`src/rtl/codificador_pkg.sv`:
```
// -----------------------------------------------------------------------------
// codificador_pkg
// Shared definitions for the 7-segment read-back decoder (codificador_num):
//   - active-low segment patterns {a,b,c,d,e,f,g} for digits 0..7 and blank
//   - report record and FSM state encoding
//   - helper to size the stability counter
//   - combinational classifier {seg, dp} -> report
// -----------------------------------------------------------------------------
package codificador_pkg;

  // Active-low segment patterns, bit order {a,b,c,d,e,f,g}.
  localparam logic [6:0] SEG_0     = 7'b0000001;
  localparam logic [6:0] SEG_1     = 7'b1001111;
  localparam logic [6:0] SEG_2     = 7'b0010010;
  localparam logic [6:0] SEG_3     = 7'b0000110;
  localparam logic [6:0] SEG_4     = 7'b1001100;
  localparam logic [6:0] SEG_5     = 7'b0100100;
  localparam logic [6:0] SEG_6     = 7'b0100000;
  localparam logic [6:0] SEG_7     = 7'b0001111;
  localparam logic [6:0] SEG_BLANK = 7'b1111111;

  typedef enum logic {
    IDLE = 1'b0,
    PEND = 1'b1
  } state_t;

  // One report as presented to the consumer.
  typedef struct packed {
    logic [2:0] num;
    logic       blank;
    logic       erro;
  } report_t;

  // Counter must be able to hold the value STABLE_CYCLES itself.
  function automatic int cnt_width(input int stable_cycles);
    return $clog2(stable_cycles + 1);
  endfunction

  // Any lit decimal point or unknown pattern is an error; num stays 0
  // for blank and error so the consumer sees a clean code.
  function automatic report_t classify(input logic [6:0] seg, input logic dp);
    report_t r;
    r = '0;
    if (!dp) begin
      r.erro = 1'b1;
    end else begin
      case (seg)
        SEG_0:     r.num = 3'd0;
        SEG_1:     r.num = 3'd1;
        SEG_2:     r.num = 3'd2;
        SEG_3:     r.num = 3'd3;
        SEG_4:     r.num = 3'd4;
        SEG_5:     r.num = 3'd5;
        SEG_6:     r.num = 3'd6;
        SEG_7:     r.num = 3'd7;
        SEG_BLANK: r.blank = 1'b1;
        default:   r.erro = 1'b1;
      endcase
    end
    return r;
  endfunction

endpackage

```
`src/rtl/codificador_num_if.sv`:
```
// -----------------------------------------------------------------------------
// codificador_num_if
// Report channel of codificador_num: recovered digit plus status flags,
// qualified by a valid/ready handshake, and the sticky overrun flag.
//   master (decoder) : drives num_out, blank_out, erro_out, out_valid, overrun
//   slave  (consumer): drives out_ready
// -----------------------------------------------------------------------------
interface codificador_num_if;
  logic [2:0] num_out;
  logic       blank_out;
  logic       erro_out;
  logic       out_valid;
  logic       out_ready;
  logic       overrun;

  modport master (
    output num_out, blank_out, erro_out, out_valid, overrun,
    input  out_ready
  );

  modport slave (
    input  num_out, blank_out, erro_out, out_valid, overrun,
    output out_ready
  );
endinterface

```
`src/rtl/codificador_num_sincronizador.sv`:
```
// -----------------------------------------------------------------------------
// sincronizador
// STAGES-deep flop chain bringing an asynchronous WIDTH-bit bus into the clk
// domain. Resets to all ones, which on an active-low display is "all off".
//   clk, rst_n : clock, asynchronous active-low reset
//   d          : asynchronous input bus
//   q          : synchronized output (last stage)
// -----------------------------------------------------------------------------
module sincronizador #(
  parameter int STAGES = 2,
  parameter int WIDTH  = 8
) (
  input  logic             clk,
  input  logic             rst_n,
  input  logic [WIDTH-1:0] d,
  output logic [WIDTH-1:0] q
);

  logic [WIDTH-1:0] ff [STAGES];

  // NOTE: this array is a chain of discrete flops, not a RAM, so resetting
  // every element is cheap and keeps the chain from reporting stale data.
  always_ff @(posedge clk or negedge rst_n) begin
    if (!rst_n) begin
      for (int i = 0; i < STAGES; i++) ff[i] <= '1;
    end else begin
      ff[0] <= d;
      for (int i = 1; i < STAGES; i++) ff[i] <= ff[i-1];
    end
  end

  assign q = ff[STAGES-1];

endmodule

```
`src/rtl/codificador_num.sv`:
```
// -----------------------------------------------------------------------------
// codificador_num
// Reads back an active-low 7-segment bus, filters glitches and recovers the
// displayed digit 0..7. Each new stable pattern is reported once on rpt.
//   clk, rst_n : clock, asynchronous active-low reset
//   seg_in     : {a,b,c,d,e,f,g}, active-low, asynchronous to clk
//   dp_in      : decimal point, active-low (expected off = 1)
//   rpt        : report channel (num/blank/erro, valid/ready, sticky overrun)
// Latency from the first edge sampling a new pattern to out_valid is
// SYNC_STAGES + STABLE_CYCLES edges.
// -----------------------------------------------------------------------------
module codificador_num
  import codificador_pkg::*;
#(
  parameter int STABLE_CYCLES = 4,
  parameter int SYNC_STAGES   = 2
) (
  input  logic               clk,
  input  logic               rst_n,
  input  logic [6:0]         seg_in,
  input  logic               dp_in,
  codificador_num_if.master  rpt
);

  localparam int                CNT_W   = cnt_width(STABLE_CYCLES);
  localparam logic [CNT_W-1:0]  CNT_MAX = CNT_W'(STABLE_CYCLES);

  logic [7:0]       samp;        // synchronized {seg, dp}
  logic [7:0]       prev_q;      // previous synchronized sample
  logic [CNT_W-1:0] cnt_q;
  logic [CNT_W-1:0] cnt_nxt;
  logic             same;
  logic             stable_hit;
  logic             new_ev;
  report_t          cls;
  report_t          last_q;      // last report loaded into the outputs
  logic             last_vld_q;  // cleared by reset: nothing reported yet
  state_t           state_q;

  sincronizador #(
    .STAGES (SYNC_STAGES),
    .WIDTH  (8)
  ) u_sync (
    .clk   (clk),
    .rst_n (rst_n),
    .d     ({seg_in, dp_in}),
    .q     (samp)
  );

  // NOTE: every signal driven here gets a default first, so no path can
  // leave one unassigned and infer a latch.
  always_comb begin
    same    = (samp == prev_q);
    cnt_nxt = cnt_q;
    if (!same)                cnt_nxt = CNT_W'(1);
    else if (cnt_q != CNT_MAX) cnt_nxt = cnt_q + CNT_W'(1);
    // Fires only on the cycle the count reaches the threshold, so a
    // saturated pattern does not keep re-triggering (and a dropped
    // pattern stays dropped).
    stable_hit = (cnt_nxt == CNT_MAX) && (!same || (cnt_q != CNT_MAX));
    cls        = classify(samp[7:1], samp[0]);
    // Compared on the decoded report, so two different error patterns in
    // a row are one event, not two.
    new_ev     = stable_hit && (!last_vld_q || (cls != last_q));
  end

  // NOTE: sequential state uses non-blocking assignments only, so every
  // right-hand side reads the pre-edge value regardless of statement order.
  always_ff @(posedge clk or negedge rst_n) begin
    if (!rst_n) begin
      prev_q <= 8'hFF;
      cnt_q  <= '0;
    end else begin
      prev_q <= samp;
      cnt_q  <= cnt_nxt;
    end
  end

  always_ff @(posedge clk or negedge rst_n) begin
    if (!rst_n) begin
      state_q       <= IDLE;
      rpt.num_out   <= '0;
      rpt.blank_out <= 1'b0;
      rpt.erro_out  <= 1'b0;
      rpt.out_valid <= 1'b0;
      rpt.overrun   <= 1'b0;
      last_q        <= '0;
      last_vld_q    <= 1'b0;
    end else begin
      case (state_q)
        IDLE: begin
          if (new_ev) begin
            rpt.num_out   <= cls.num;
            rpt.blank_out <= cls.blank;
            rpt.erro_out  <= cls.erro;
            rpt.out_valid <= 1'b1;
            last_q        <= cls;
            last_vld_q    <= 1'b1;
            state_q       <= PEND;
          end
        end
        PEND: begin
          if (rpt.out_ready) begin
            if (new_ev) begin
              // Consumer frees the slot on the same edge: hand over the
              // new report back-to-back instead of dropping it.
              rpt.num_out   <= cls.num;
              rpt.blank_out <= cls.blank;
              rpt.erro_out  <= cls.erro;
              last_q        <= cls;
            end else begin
              rpt.out_valid <= 1'b0;
              state_q       <= IDLE;
            end
          end else if (new_ev) begin
            rpt.overrun <= 1'b1;
          end
        end
        default: state_q <= IDLE;
      endcase
    end
  end

endmodule

```
`src/flat_wrapper.sv`:
```
// flat-port wrapper written by rule: the top's interface ports become plain ports
module codificador_num_flat import codificador_pkg::*;
#(
  parameter int STABLE_CYCLES = 4,
  parameter int SYNC_STAGES   = 2
)
  (clk, rst_n, seg_in, dp_in, rpt_num_out, rpt_blank_out, rpt_erro_out, rpt_out_valid, rpt_overrun, rpt_out_ready);
  codificador_num_if rpt_i ();
  input  logic clk;
  input  logic rst_n;
  input  logic [6:0] seg_in;
  input  logic dp_in;
  output wire logic [$bits(rpt_i.num_out)-1:0] rpt_num_out;
  output wire logic [$bits(rpt_i.blank_out)-1:0] rpt_blank_out;
  output wire logic [$bits(rpt_i.erro_out)-1:0] rpt_erro_out;
  output wire logic [$bits(rpt_i.out_valid)-1:0] rpt_out_valid;
  output wire logic [$bits(rpt_i.overrun)-1:0] rpt_overrun;
  input wire logic [$bits(rpt_i.out_ready)-1:0] rpt_out_ready;
  assign rpt_num_out = rpt_i.num_out;
  assign rpt_blank_out = rpt_i.blank_out;
  assign rpt_erro_out = rpt_i.erro_out;
  assign rpt_out_valid = rpt_i.out_valid;
  assign rpt_overrun = rpt_i.overrun;
  assign rpt_i.out_ready = rpt_out_ready;
  codificador_num #(.STABLE_CYCLES(STABLE_CYCLES), .SYNC_STAGES(SYNC_STAGES)) u_core (.clk(clk), .rst_n(rst_n), .seg_in(seg_in), .dp_in(dp_in), .rpt(rpt_i));
endmodule
```
`config.mk`:
```
export PLATFORM = sky130hd
export DESIGN_NAME = codificador_num_flat
export DESIGN_NICKNAME = d
export VERILOG_FILES = /design/src/rtl/codificador_pkg.sv /design/src/rtl/codificador_num_if.sv /design/src/rtl/codificador_num_sincronizador.sv /design/src/rtl/codificador_num.sv /design/src/flat_wrapper.sv
export SDC_FILE = /design/constraint.sdc
export NUM_CORES = 1
export LEC_CHECK = 0
export ABC_AREA = 1
export ABC_CLOCK_PERIOD_IN_PS = 5250
export CORE_UTILIZATION = 45
export CTS_BUF_LIST = sky130_fd_sc_hd__clkbuf_8
export DETAILED_ROUTE_END_ITERATION = 7
export PLACE_DENSITY = 0.62
export SYNTH_ARGS = -nofsm -noshare
export SYNTH_HDL_FRONTEND = slang
export SYNTH_SLANG_ARGS = --single-unit
```
`constraint.sdc`:
```
create_clock -name clk -period 5.25 [get_ports clk]
set_input_delay 1.575 -clock clk [delete_from_list [all_inputs] [get_ports clk]]
set_output_delay 1.575 -clock clk [all_outputs]
set_load 0.02 [all_outputs]
```
# [After elaboration in Yosys (flattened, before gate mapping)]
# Cells that the tools add are included.
[op_classes] n_addsub=1 n_eq_ne=16 mux=26 n_bitwise=2 reduce_logical=10
[op_table] cell="== test 7 bit, second input constant" count=3
[op_table] cell="case mux 3 bit (7 select lines)" count=1
[op_table] cell="== test 7 x 6 -> 1 bit, second input constant" count=2
[op_table] cell="2-to-1 mux 1 bit" count=12
[op_table] cell="2-to-1 mux 3 bit" count=4
[op_table] cell="2-to-1 mux 5 bit" count=2
[op_table] cell="case mux 5 bit (2 select lines)" count=1
[op_table] cell="OR reduction 9 bit" count=1
[op_table] cell="== test 8 bit" count=1
[op_table] cell="case mux 1 bit (2 select lines)" count=4
[op_table] cell="== test 7 x 1 -> 1 bit, second input constant" count=1
[op_table] cell="== test 7 x 3 -> 1 bit, second input constant" count=1
[op_table] cell="== test 7 x 4 -> 1 bit, second input constant" count=1
[op_table] cell="== test 7 x 5 -> 1 bit, second input constant" count=1
[op_table] cell="case mux 3 bit (2 select lines)" count=1
[op_table] cell="AND reduction 3 bit" count=2
[op_table] cell="inequality test 5 bit" count=1
[op_table] cell="2-to-1 mux 4 bit" count=1
[op_table] cell="inequality test 2 bit, second input constant" count=2
[op_table] cell="adder 3 x 1 -> 3 bit, second input constant" count=1
[op_table] cell="== test 3 bit, second input constant" count=1
[op_table] cell="inequality test 3 bit, second input constant" count=1
[op_table] cell="logical AND 1 bit" count=2
[op_table] cell="zero test 1 bit" count=2
[op_table] cell="4 further kinds" count=6
[word_totals] reg_bits=41 inputBits=11 output_inout_bits=7 word_cells=69

# [Longest topological paths before layout]
# Gate-level depths: netlist of run 1.
[logic_depth] ltp_word=10 depth_mapped=15

# [Hierarchy]
# Synthesis of run 1 repeated with hierarchy kept, for this count alone.
[hier_totals] hier_cells=176 hier_area_um2=1664.1
[by_module_without_submodules] mod="codificador_num" n_inst=1 cells_each=152 area_each_um2=1183.6 seq_area_each_um2=510.5
[by_module_without_submodules] mod="sincronizador" n_inst=1 cells_each=24 area_each_um2=480.5 seq_area_each_um2=420.4

# [Least setup slack after synthesis of run 1]
# OpenSTA, ideal clock, no wires.
[synth_path] path_type="input to register" from="input rpt_out_ready" to="register u_core.rpt.num_out[0]" setup_ns=0.074 arrival_ns=2.149 required_ns=5.176 setup_slack_ns=3.027 cell_stages=4 path_cell_list="or2_2 nand3_4 nand2_1 o21ai_2"
[synth_via] elab_chain_len=1
[synth_rtl] item="start, declared" line_no="flat_wrapper.sv:18" rtl="input wire logic [$bits(rpt_i.out_ready)-1:0] rpt_out_ready;"
[synth_rtl] item="inequality test 2 bit (no line)"
[synth_rtl] item="end signal, assigned" line_no="codificador_num.sv:93" rtl="rpt.num_out <= cls.num;"
[synth_rtl] item="end signal, assigned" line_no="codificador_num.sv:107" rtl="rpt.num_out <= cls.num;"
[synth_rtl] item="end, declared" line_no="codificador_num_if.sv:17" rtl="output num_out, blank_out, erro_out, out_valid, overrun,"
# No other way between the ends.
# A chain may end at the register's enable or synchronous reset.

==> results.md, run 1 <==
- Leading cell type in the layout, fill and taps excluded: nand2_1
- Num CTS Buffers: 5
- Skew-Pair Late Insertion Delay: 0.28 ns
- LEAKAGE: 0.951 nW
- # rows: 22
- Syn Area/Cell: 8.60 um2
- CP Capture Type: primary output
- GP Congestion: 0.892
- FF-to-FF path depth: 15
- Seq/Total Area, Yosys: 0.536
- Die Ht: 64.1 um
- Fin crit share: 0.546
- TritonCTS clock tree: done
- Worst-Margin Slew: 0.422 ns
- Finish-stage setup viols: 0
- CP Class: register to primary output
- Final slew viol count: 0
- Worst setup SP type: register
- Port bufs: 17
- Via count: 1318
- Mapped Area: 1740 um2
- Largest net degree at the start of global routing: 37
- WL per Instance: 10.4 um
- Post-CTS Setup Repair Bufs: 0
- Hold Crit Depth: 0
- FF+latch area: 931 um2
- RSZ-0062 raised after global routing: no
- Die area: 4110 um2
- Crit-path cells: clkdlybuf4s50_1
- Initial Util: 0.471
- Post-synthesis cell type count: 26
- Multi-input logic area: 694 um2
- CP delay by family, top: buffers and inverters
- Slew Limit Headroom: 0.719
- Die Span X: 64.1 um
- N_diodes: 0
- Worst-path clk slew: 0.07 ns
- TritonCTS Sinks: 36
- Power Dens Cells: 260 nW/um2
- Worst Path Max Fanout: 4
- WL final: 2860 um
- Critical Path Slowest Stage Cell: clkdlybuf4s50_1
- Max incr delay on CP: 0.62 ns
- Final nets: 239
- Status: finished clean
- Fillers: 353
- HP Class: register to register
- Number of global-route vias before repair: 1284
- Setup TNS: 0 ns
- Critical path depth in cells: 1
- Global route overflow: 0
- Starting DRT DRC Count: 136
- YS warnings: 0
- Root Buffer: clkbuf_8
- Maximum VDD drop: 0.188 mV
- FF+latch count, synth: 36
- Placed wire-length estimate: 2250 um
- Register-to-register setup slack: 3.30 ns
- Most frequent cells in the layout: nand2_1, nor2_1, inv_1, dfstp_2, clkdlybuf4s50_1
- Bufs and invs on worst path: 1
- Tot GR Track Use: 0.170
- 1st-pass router iterations: 4
- Antenna violations before repair: 0
- FMAX: 349 MHz
- Layout cells sized above 1: 0.269
- Post-CTS sizing: 0
- Post-Syn Nets: 215
- Antenna Nets Post-Route: 0
- Global-route wire length before repair: 5270 um
- Data arrival time of the critical path: 1.29 ns
- Vias per inst: 4.79
- Hold Vio Cnt, Final: 0
- Clock Path Buffers: 2
- Gate Count Post-Synth: 202
- Max Cap Violations: 0
- Number of hold buffers added after cts: 0
- Layout area overhead: 18.4%
- Final critical-path required period: 2.87 ns
- Core Area: 3690 um2
- Tot Pwr: 0.000535 W
- Clock Skew: 0.00439 ns
- DR DRC count: 0
- # IOs: 18
- H-tree Lvls: 2
- CP required: 3.68 ns
sequential cells by signal (all words and copies together), names as in the netlist:
| register | cells |
|---|---|
| u_core.state_q | 1 |
| u_core.rpt.num_out | 3 |
| u_core.rpt.overrun | 1 |
| u_core.prev_q | 8 |
| u_core.last_q | 2 |
| u_core.u_sync.q | 8 |
| u_core.rpt.out_valid | 1 |
| u_core.u_sync.ff | 8 |
| u_core.cnt_q | 3 |
| u_core.last_vld_q | 1 |
Yosys cell counts, drive strengths merged:
master / instances / area share
nand2: 59 / 0.14
nor2: 31 / 0.076
inv: 26 / 0.056
dfstp: 24 / 0.36
nand3: 16 / 0.059
dfrtp: 12 / 0.17
o21ai: 9 / 0.028
or2: 8 / 0.029
nand4: 5 / 0.018
ha: 2 / 0.014
nand3b: 2 / 0.0086
a21oi: 1 / 0.0029
buf: 1 / 0.0065
clkinv: 1 / 0.0022
nor3: 1 / 0.0094
o21a: 1 / 0.0043
o21bai: 1 / 0.0043
o22ai: 1 / 0.0036
xnor2: 1 / 0.0050
worst reg2reg max path, cell delays in order (launching register included):
cell,delay [ns]
dfstp_2,0.57
inv_1,0.07
nor2_1,0.15
nand2_1,0.09
nor2_2,0.10
nor2_2,0.06
nand2_2,0.07
nand2_2,0.07
nand2_1,0.07
nand2_1,0.06
nor2_2,0.11
nand3_2,0.14
nand2_2,0.11
nand3_1,0.07
nand2_1,0.08
inv_1,0.04
power breakdown:
part | total (W) | leakage, nW | internal, W | switching [W]
sequential | 0.000304 | 0.413 | 0.000295 | 0.00000913
combinational | 0.0000357 | 0.485 | 0.0000159 | 0.0000198
clock | 0.000195 | 0.0529 | 0.000105 | 0.0000902
total | 0.000535 | 0.951 | 0.000416 | 0.000119
metal layers:
metal,wire length (um),global-route usage,up-vias
li1,-,-,674
met1,1360,0.211,611
met2,1340,0.271,24
met3,99,0.0321,9
met4,70,0.108,0
met5,0,0,-
metrics by stage:
stage / utilization / cell area, um2 / cells / setup slack [ns] / hold WS, ns
CTS: 0.558 / 2060 / 275 / 2.36 / 0.357
detailed placement: 0.533 / 1960 / 267 / 2.55 / 0.348
global route: 0.558 / 2060 / 275 / 2.33 / 0.364
floorplan: - / 1740 / 202 / 3.03 / 0.345
finish: 0.558 / 2060 / 275 / 2.38 / 0.355
global placement: 0.533 / 1960 / 267 / 2.58 / 0.346
cells by family after synthesis:
group                      Yosys count  synth area share
DFF                                 36             0.536
AOI/OAI and AO/OA                   13            0.0432
adders and majority gates            2            0.0144
and+or+nand+nor                    122             0.337
xor gates and xnor gates             1           0.00504
buffers and inverters               28            0.0648
worst paths after layout:
check	start	end
hold / removal	u_core.u_sync.ff[10]	u_core.u_sync.q[2]
hold reg to reg	u_core.u_sync.ff[10]	u_core.u_sync.q[2]
min in group asynchronous	rst_n	u_core.cnt_q[0]
setup / recovery	u_core.last_q[0]	rpt_erro_out
setup reg to reg	u_core.u_sync.q[3]	u_core.rpt.out_valid
max in group asynchronous	rst_n	u_core.u_sync.ff[9]
layout make-up:
| cell class | count | area share |
|---|---|---|
| Inverter | 27 | 0.0493 |
| Clock buffer | 6 | 0.0401 |
| Sequential cell | 36 | 0.453 |
| Timing Repair Buffer | 18 | 0.0864 |
| Multi-Input combinational cell | 138 | 0.338 |
| Tap cell | 48 | 0.0292 |
| Clock inverter | 2 | 0.00487 |
No activity file was read; power rests on OpenSTA's default activity.
==> inputs of run 2 (changes only) <==
--- a/config.mk
+++ b/config.mk
@@ -6,7 +6,7 @@
 export NUM_CORES = 1
 export LEC_CHECK = 0
 export ABC_AREA = 1
-export ABC_CLOCK_PERIOD_IN_PS = 5250
+export ABC_CLOCK_PERIOD_IN_PS = 2760
 export CORE_UTILIZATION = 45
 export CTS_BUF_LIST = sky130_fd_sc_hd__clkbuf_8
 export DETAILED_ROUTE_END_ITERATION = 7
==> constraint.sdc (replaced) <==
create_clock -name clk -period 2.76 [get_ports clk]
set_input_delay 0.828 -clock clk [delete_from_list [all_inputs] [get_ports clk]]
set_output_delay 0.828 -clock clk [all_outputs]
set_load 0.02 [all_outputs]
==> run 2 against run 1 <==
  * Wire length is 4.6% higher
  * Critical path depth stayed put
  * Sequential power is 91% higher
  * Non-clock buffer count stayed put
  * First-iteration DRC count is 30% lower
  * Register-to-register slack worse by 2.5 ns
  * Clock-buffer cell count stayed put
  * Global-route usage is 0.40 points higher
  * Critical path type unchanged
  * Critical endpoint unchanged
  * Largest cell class unchanged
  * Largest power group unchanged
==> results.md, run 2 (synthesized netlist as in run 1, its figures left out) <==
- Status: finished clean
- GR Util met1: 0.219 (+0.00740)
- Slew Limit Headroom: 0.722 (+0.00363)
- Maximum VDD drop: 0.477 mV (+150%)
- Leading cell type in the layout, fill and taps excluded: nand2_1
- HP Class: register to register
- Worst Path Max Fanout: 4 (unchanged)
- Final worst-path setup slack: 0.632 ns (-1.75 ns)
- Worst-path clk slew: 0.06 ns (about the same)
- Number of hold buffers added after cts: 0 (unchanged)
- CP Capture Type: primary output
- N_diodes: 0 (unchanged)
- Number of global-route vias before repair: 1223 (-4.8%)
- Core Area: 3690 um2 (unchanged)
- Hold Vio Cnt, Final: 0 (unchanged)
- Antenna Nets Post-Route: 0 (unchanged)
- Root Buffer: clkbuf_8
- Tot GR Track Use: 0.174 (+0.00403)
- GP Congestion: 0.934 (+4.7%)
- CP Class: register to primary output
- TritonCTS Sinks: 36 (unchanged)
- Worst setup SP type: register
- Die area: 4110 um2 (unchanged)
- Worst-Margin Slew: 0.416 ns (-0.00545 ns)
- Critical Path Slowest Stage Cell: clkdlybuf4s50_1
- Setup TNS: 0 ns (unchanged)
- Data arrival time of the critical path: 1.30 ns (about the same)
- Final instance area: 2060 um2 (unchanged)
- Pre-CTS setup slack: 0.788 ns (-1.76 ns)
- Initial Util: 0.471 (unchanged)
- FMAX: 470 MHz
- CP delay by family, top: buffers and inverters
- RSZ-0062 raised after global routing: no
- Clock Skew: 0.00434 ns (-0.0000454 ns)
- Finish-stage setup viols: 0 (unchanged)
- Skew-Pair Late Insertion Delay: 0.28 ns (about the same)
- Fin crit share: 0.771
- Final Util: 0.558 (unchanged)
- Max incr delay on CP: 0.62 ns (about the same)
- WL per Instance: 10.9 um (+4.6%)
- Met2 usage: 0.273 (+0.00133)
- Final critical-path required period: 2.13 ns
- # rows: 22 (unchanged)
- Global route hottest layer: met2
- Port bufs: 17 (unchanged)
- Global-route wire length before repair: 5320 um (+0.91%)
- Die Ht: 64.1 um (unchanged)
- Clock Path Buffers: 2 (unchanged)
- Layout area overhead: 18.4% (unchanged)
- DR DRC count: 0 (unchanged)
- Post-CTS Setup Repair Bufs: 0 (unchanged)
- Vias per inst: 4.84 (+0.99%)
- Final nets: 239 (unchanged)
- Global route overflow: 0 (unchanged)
- Num CTS Buffers: 5 (unchanged)
- LEAKAGE: 0.951 nW (unchanged)
- Fillers: 357 (+1.1%)
- # IOs: 18 (unchanged)
- Starting DRT DRC Count: 95 (-30%)
- Power Dens Cells: 493 nW/um2 (+90%)
- Placed wire-length estimate: 2260 um (+0.52%)
- H-tree Lvls: 2 (unchanged)
- Die Span X: 64.1 um (unchanged)
- Largest net degree at the start of global routing: 37 (unchanged)
- Final slew viol count: 0 (unchanged)
- 1st-pass router iterations: 5 (+1)
- Post-DP Area: 1960 um2 (unchanged)
- Crit-path cells: clkdlybuf4s50_1
- Bufs and invs on worst path: 1 (unchanged)
- Max Cap Violations: 0 (unchanged)
- Antenna violations before repair: 0 (unchanged)
- WL final: 3000 um (+4.6%)
- CP required: 1.93 ns (-1.75 ns)
- TritonCTS clock tree: done
- Grt met3 use: 0.0429 (+0.0107)
- Layout cells sized above 1: 0.269 (unchanged)
- Via count: 1331 (+0.99%)
- Multi-input logic area: 694 um2 (unchanged)
- Most frequent cells in the layout: nand2_1, nor2_1, inv_1, dfstp_2, clkdlybuf4s50_1
- FF+latch area: 931 um2 (unchanged)
- Post-CTS sizing: 0 (unchanged)
## run 2: cell counts in the layout (fill, tap and decap cells not counted)
No cell type changed its count.
## run 2: final cells by class
class	count	share of cell area
inverters	27	0.0493
clock inverters	2	0.00487
repair buffers	18	0.0864
flip-flops and latches	36	0.453
clock buffers	6	0.0401
multi-input cells	138	0.338
well taps	48	0.0292
## run 2: power breakdown
group          leakage (nW)  internal (W)   total, W  switching, W
sequential            0.413      0.000561   0.000580     0.0000183
clock                0.0529      0.000199   0.000367      0.000168
combinational         0.485     0.0000303  0.0000678     0.0000375
total                 0.951      0.000791    0.00101      0.000223
## run 2: through the flow
step	hold slack, ns	total power, W	cells
after floorplan	0.345	0.000620	202
after global placement	0.346	0.000655	267
after detailed placement	0.347	0.000657	267
after CTS	0.355	0.00103	275
after global routing	0.355	0.00107	275
final	0.356	0.00101	275
## run 2: routing by layer
metal  vias up  wire length (um)
met2        23              1390
met1       628              1400
met4         0                73
met3         6               134
li1        674                 -
met5         -                 0
## run 2: path summary, 6_finish.rpt
kind,start,end,slack [ns],depth (start not counted)
worst min-delay path,u_core.u_sync.ff[12],u_core.u_sync.q[4],0.36,0
worst min register to register,u_core.u_sync.ff[12],u_core.u_sync.q[4],0.36,0
worst max-delay path,u_core.last_q[0],rpt_erro_out,0.63,1
worst max register to register,u_core.u_sync.q[4],u_core.rpt.out_valid,0.83,15
max in group asynchronous,rst_n,u_core.u_sync.q[0],1.49,2
min in group asynchronous,rst_n,u_core.cnt_q[0],0.95,2
==> inputs of run 3 (changes only) <==
--- a/config.mk
+++ b/config.mk
@@ -6,11 +6,11 @@
 export NUM_CORES = 1
 export LEC_CHECK = 0
 export ABC_AREA = 1
-export ABC_CLOCK_PERIOD_IN_PS = 2760
+export ABC_CLOCK_PERIOD_IN_PS = 1870
 export CORE_UTILIZATION = 45
 export CTS_BUF_LIST = sky130_fd_sc_hd__clkbuf_8
 export DETAILED_ROUTE_END_ITERATION = 7
-export PLACE_DENSITY = 0.62
+export PLACE_DENSITY = 0.64
 export SYNTH_ARGS = -nofsm -noshare
 export SYNTH_HDL_FRONTEND = slang
 export SYNTH_SLANG_ARGS = --single-unit
==> constraint.sdc (replaced) <==
create_clock -name clk -period 1.87 [get_ports clk]
set_input_delay 0.561 -clock clk [delete_from_list [all_inputs] [get_ports clk]]
set_output_delay 0.561 -clock clk [all_outputs]
set_load 0.02 [all_outputs]
==> run 3 against run 2 <==
  * The flow now finishes with violations (setup timing)
  * Final area grew 6.0%
  * Wire length up 8.9%
  * Register-to-register slack got worse by 0.87 ns
  * Sequential share of layout area fell by 2.6 points
  * Critical path depth is 14 higher
  * Clock power is 33% higher
  * First-iteration DRC count is 26% lower
  * Hold slack worse by 0.0066 ns
  * Non-clock buffer count up 10
  * Die area is the same
  * Critical path type is now register to register
  * Largest cell class unchanged
  * Largest power group unchanged
==> results.md, run 3 (synthesized netlist as in run 1, its figures left out) <==
- Number of hold buffers added after cts: 0 (unchanged)
- Pre-CTS setup slack: -0.0653 ns (-0.854 ns)
- Global route overflow: 0 (unchanged)
- Worst Setup SP: u_core.u_sync.q[3]
- Worst Setup EP: u_core.rpt.out_valid
- Power Dens Cells: 672 nW/um2 (+36%)
- Leading cell type in the layout, fill and taps excluded: nand2_1
- N_diodes: 0 (unchanged)
- Global-route wire length before repair: 5660 um (+6.5%)
- Root Buffer: clkbuf_8
- H-tree Lvls: 2 (unchanged)
- Die Span X: 64.1 um (unchanged)
- Worst reg2reg path endpoint: u_core.rpt.out_valid
- Final worst-path setup slack: -0.0407 ns (-0.673 ns)
- Hold Vio Cnt, Final: 0 (unchanged)
- Skew-Pair Late Insertion Delay: 0.28 ns (about the same)
- 1st-pass router iterations: 4 (-1)
- Finish-stage setup viols: 6 (+6)
- Met1 WL: 1460 um (+4.8%)
- Antenna Nets Post-Route: 0 (unchanged)
- TritonCTS clock tree: done
- Clock Path Buffers: 2 (unchanged)
- DR top layer: met4
- FF+latch area: 931 um2 (unchanged)
- Num CTS Buffers: 5 (unchanged)
- Fin crit share: 1.02
- FF-to-FF path depth: 15 (unchanged)
- Setup TNS: -0.178 ns (-0.178 ns)
- Failing checks: setup timing
- CP Capture Type: register
- Die Ht: 64.1 um (unchanged)
- Fillers: 336 (-5.9%)
- Worst Path Max Fanout: 6 (+2)
- Hold Slack: 0.350 ns (-0.00655 ns)
- TritonCTS Sinks: 36 (unchanged)
- Placed wire-length estimate: 2400 um (+6.1%)
- Tot GR Track Use: 0.181 (+0.00751)
- RR Startpoint: u_core.u_sync.q[3]
- Register-to-register setup slack: -0.04 ns (-0.87 ns)
- Core Area: 3690 um2 (unchanged)
- Status: finished with violations
- Clock Skew: 0.00658 ns (+0.00224 ns)
- Multi-input logic area: 739 um2 (+6.5%)
- Number of global-route vias before repair: 1410 (+15%)
- WL met3: 125 um (-6.7%)
- Met2 routed WL: 1630 um (+17%)
- Starting DRT DRC Count: 70 (-26%)
- Largest net degree at the start of global routing: 37 (unchanged)
- Maximum VDD drop: 0.574 mV (+20%)
- LEAKAGE: 1.06 nW (+12%)
- Layout area overhead: 25.5%
- Layout cells sized above 1: 0.335 (+0.0660)
- DR DRC count: 0 (unchanged)
- Die area: 4110 um2 (unchanged)
- Slew Limit Headroom: 0.791 (+0.0689)
- Vias per inst: 4.93 (+1.8%)
- # IOs: 18 (unchanged)
- Port bufs: 17 (unchanged)
- Worst-Margin Slew: 0.312 ns (-0.104 ns)
- Worst setup SP type: register
- # rows: 22 (unchanged)
- Tot Pwr: 0.00147 W (+44%)
- WL per Instance: 11.5 um (+5.5%)
- Via count: 1399 (+5.1%)
- Initial Util: 0.471 (unchanged)
- HP Class: register to register
- CP Class: register to register
- FMAX: 523 MHz
- GP Congestion: 0.930 (-0.40%)
- CP required: 2.05 ns (+0.12 ns)
- Final critical-path required period: 1.91 ns
- Final slew viol count: 0 (unchanged)
- Worst-path clk slew: 0.07 ns (about the same)
- Data arrival time of the critical path: 2.09 ns (+0.79 ns)
- WL final: 3260 um (+8.9%)
- Most frequent cells in the layout: nand2_1, dfstp_2, nor2_1, inv_1, clkdlybuf4s50_1
- RSZ-0062 raised after global routing: yes
- Final nets: 249 (+4.2%)
- Antenna violations before repair: 0 (unchanged)
- Max Cap Violations: 0 (unchanged)
-- run 3: changes by cell type in the layout (fill, tap and decap cells not counted), moves of 3 or more --
cell / change
buf_4: +9
clkdlybuf4s50_1: -4
dlymetal6s2s_1: +3
nor2_1: -3
-- run 3: final cells by class --
cell class,instances,share of cell area
sequential,36,0.427
multi-input combinational,138,0.339
timing repair buffer,28,0.124
inverter,27,0.0465
clock buffer,5,0.0316
tap,48,0.0275
clock inverter,2,0.00402
-- run 3: worst min path at each step --
stage / from / to / cells after the start
floorplan: rst_n / u_core.cnt_q[0] / 0
global placement: u_core.u_sync.ff[13] / u_core.u_sync.q[5] / 0
detailed placement: u_core.u_sync.ff[12] / u_core.u_sync.q[4] / 0
CTS: u_core.u_sync.ff[11] / u_core.u_sync.q[3] / 0
global route: u_core.u_sync.ff[12] / u_core.u_sync.q[4] / 0
finish: u_core.u_sync.ff[11] / u_core.u_sync.q[3] / 0
-- run 3: metal layers --
| layer | GRT usage | vias to the layer above |
|---|---|---|
| met5 | 0 | - |
| met4 | 0.0917 | 0 |
| met3 | 0.0429 | 6 |
| met2 | 0.307 | 36 |
| met1 | 0.215 | 665 |
| li1 | - | 692 |
-- run 3: worst max-delay path, stage by stage (launching register included) --
cell     delay (ns)
dfstp_2        0.60
nand2_2        0.11
inv_2          0.08
nand2_2        0.07
nor2_2         0.09
nor2_2         0.06
nand2_2        0.07
nand2_2        0.07
nand2_1        0.06
nand2_1        0.06
nor2_2         0.15
nand3_4        0.14
nand2_4        0.09
nand3_1        0.06
nand2_1        0.07
inv_1          0.04
-- run 3: timing repair --
| action | 4_1_cts | 5_1_grt |
|---|---|---|
| setup buffers | 5 | 0 |
| resized for setup | 11 | 6 |
| pin swaps | 6 | 4 |
| hold endpoints to repair | 0 | 0 |
| endpoints found under the setup margin | 7 | 12 |
-- run 3: stage by stage --
| stage | cells | util | area (um2) |
|---|---|---|---|
| final | 284 | 0.591 | 2180 |
| after global routing | 284 | 0.591 | 2180 |
| after CTS | 284 | 0.584 | 2160 |
| after detailed placement | 272 | 0.546 | 2010 |
| after global placement | 272 | 0.546 | 2010 |
| after floorplan | 202 | - | 1740 |
-- run 3: power breakdown --
group / switching, W / leakage, nW / internal, W
Combinational: 0.0000676 / 0.605 / 0.0000580
Clock: 0.000240 / 0.0452 / 0.000247
Sequential: 0.0000239 / 0.413 / 0.000829
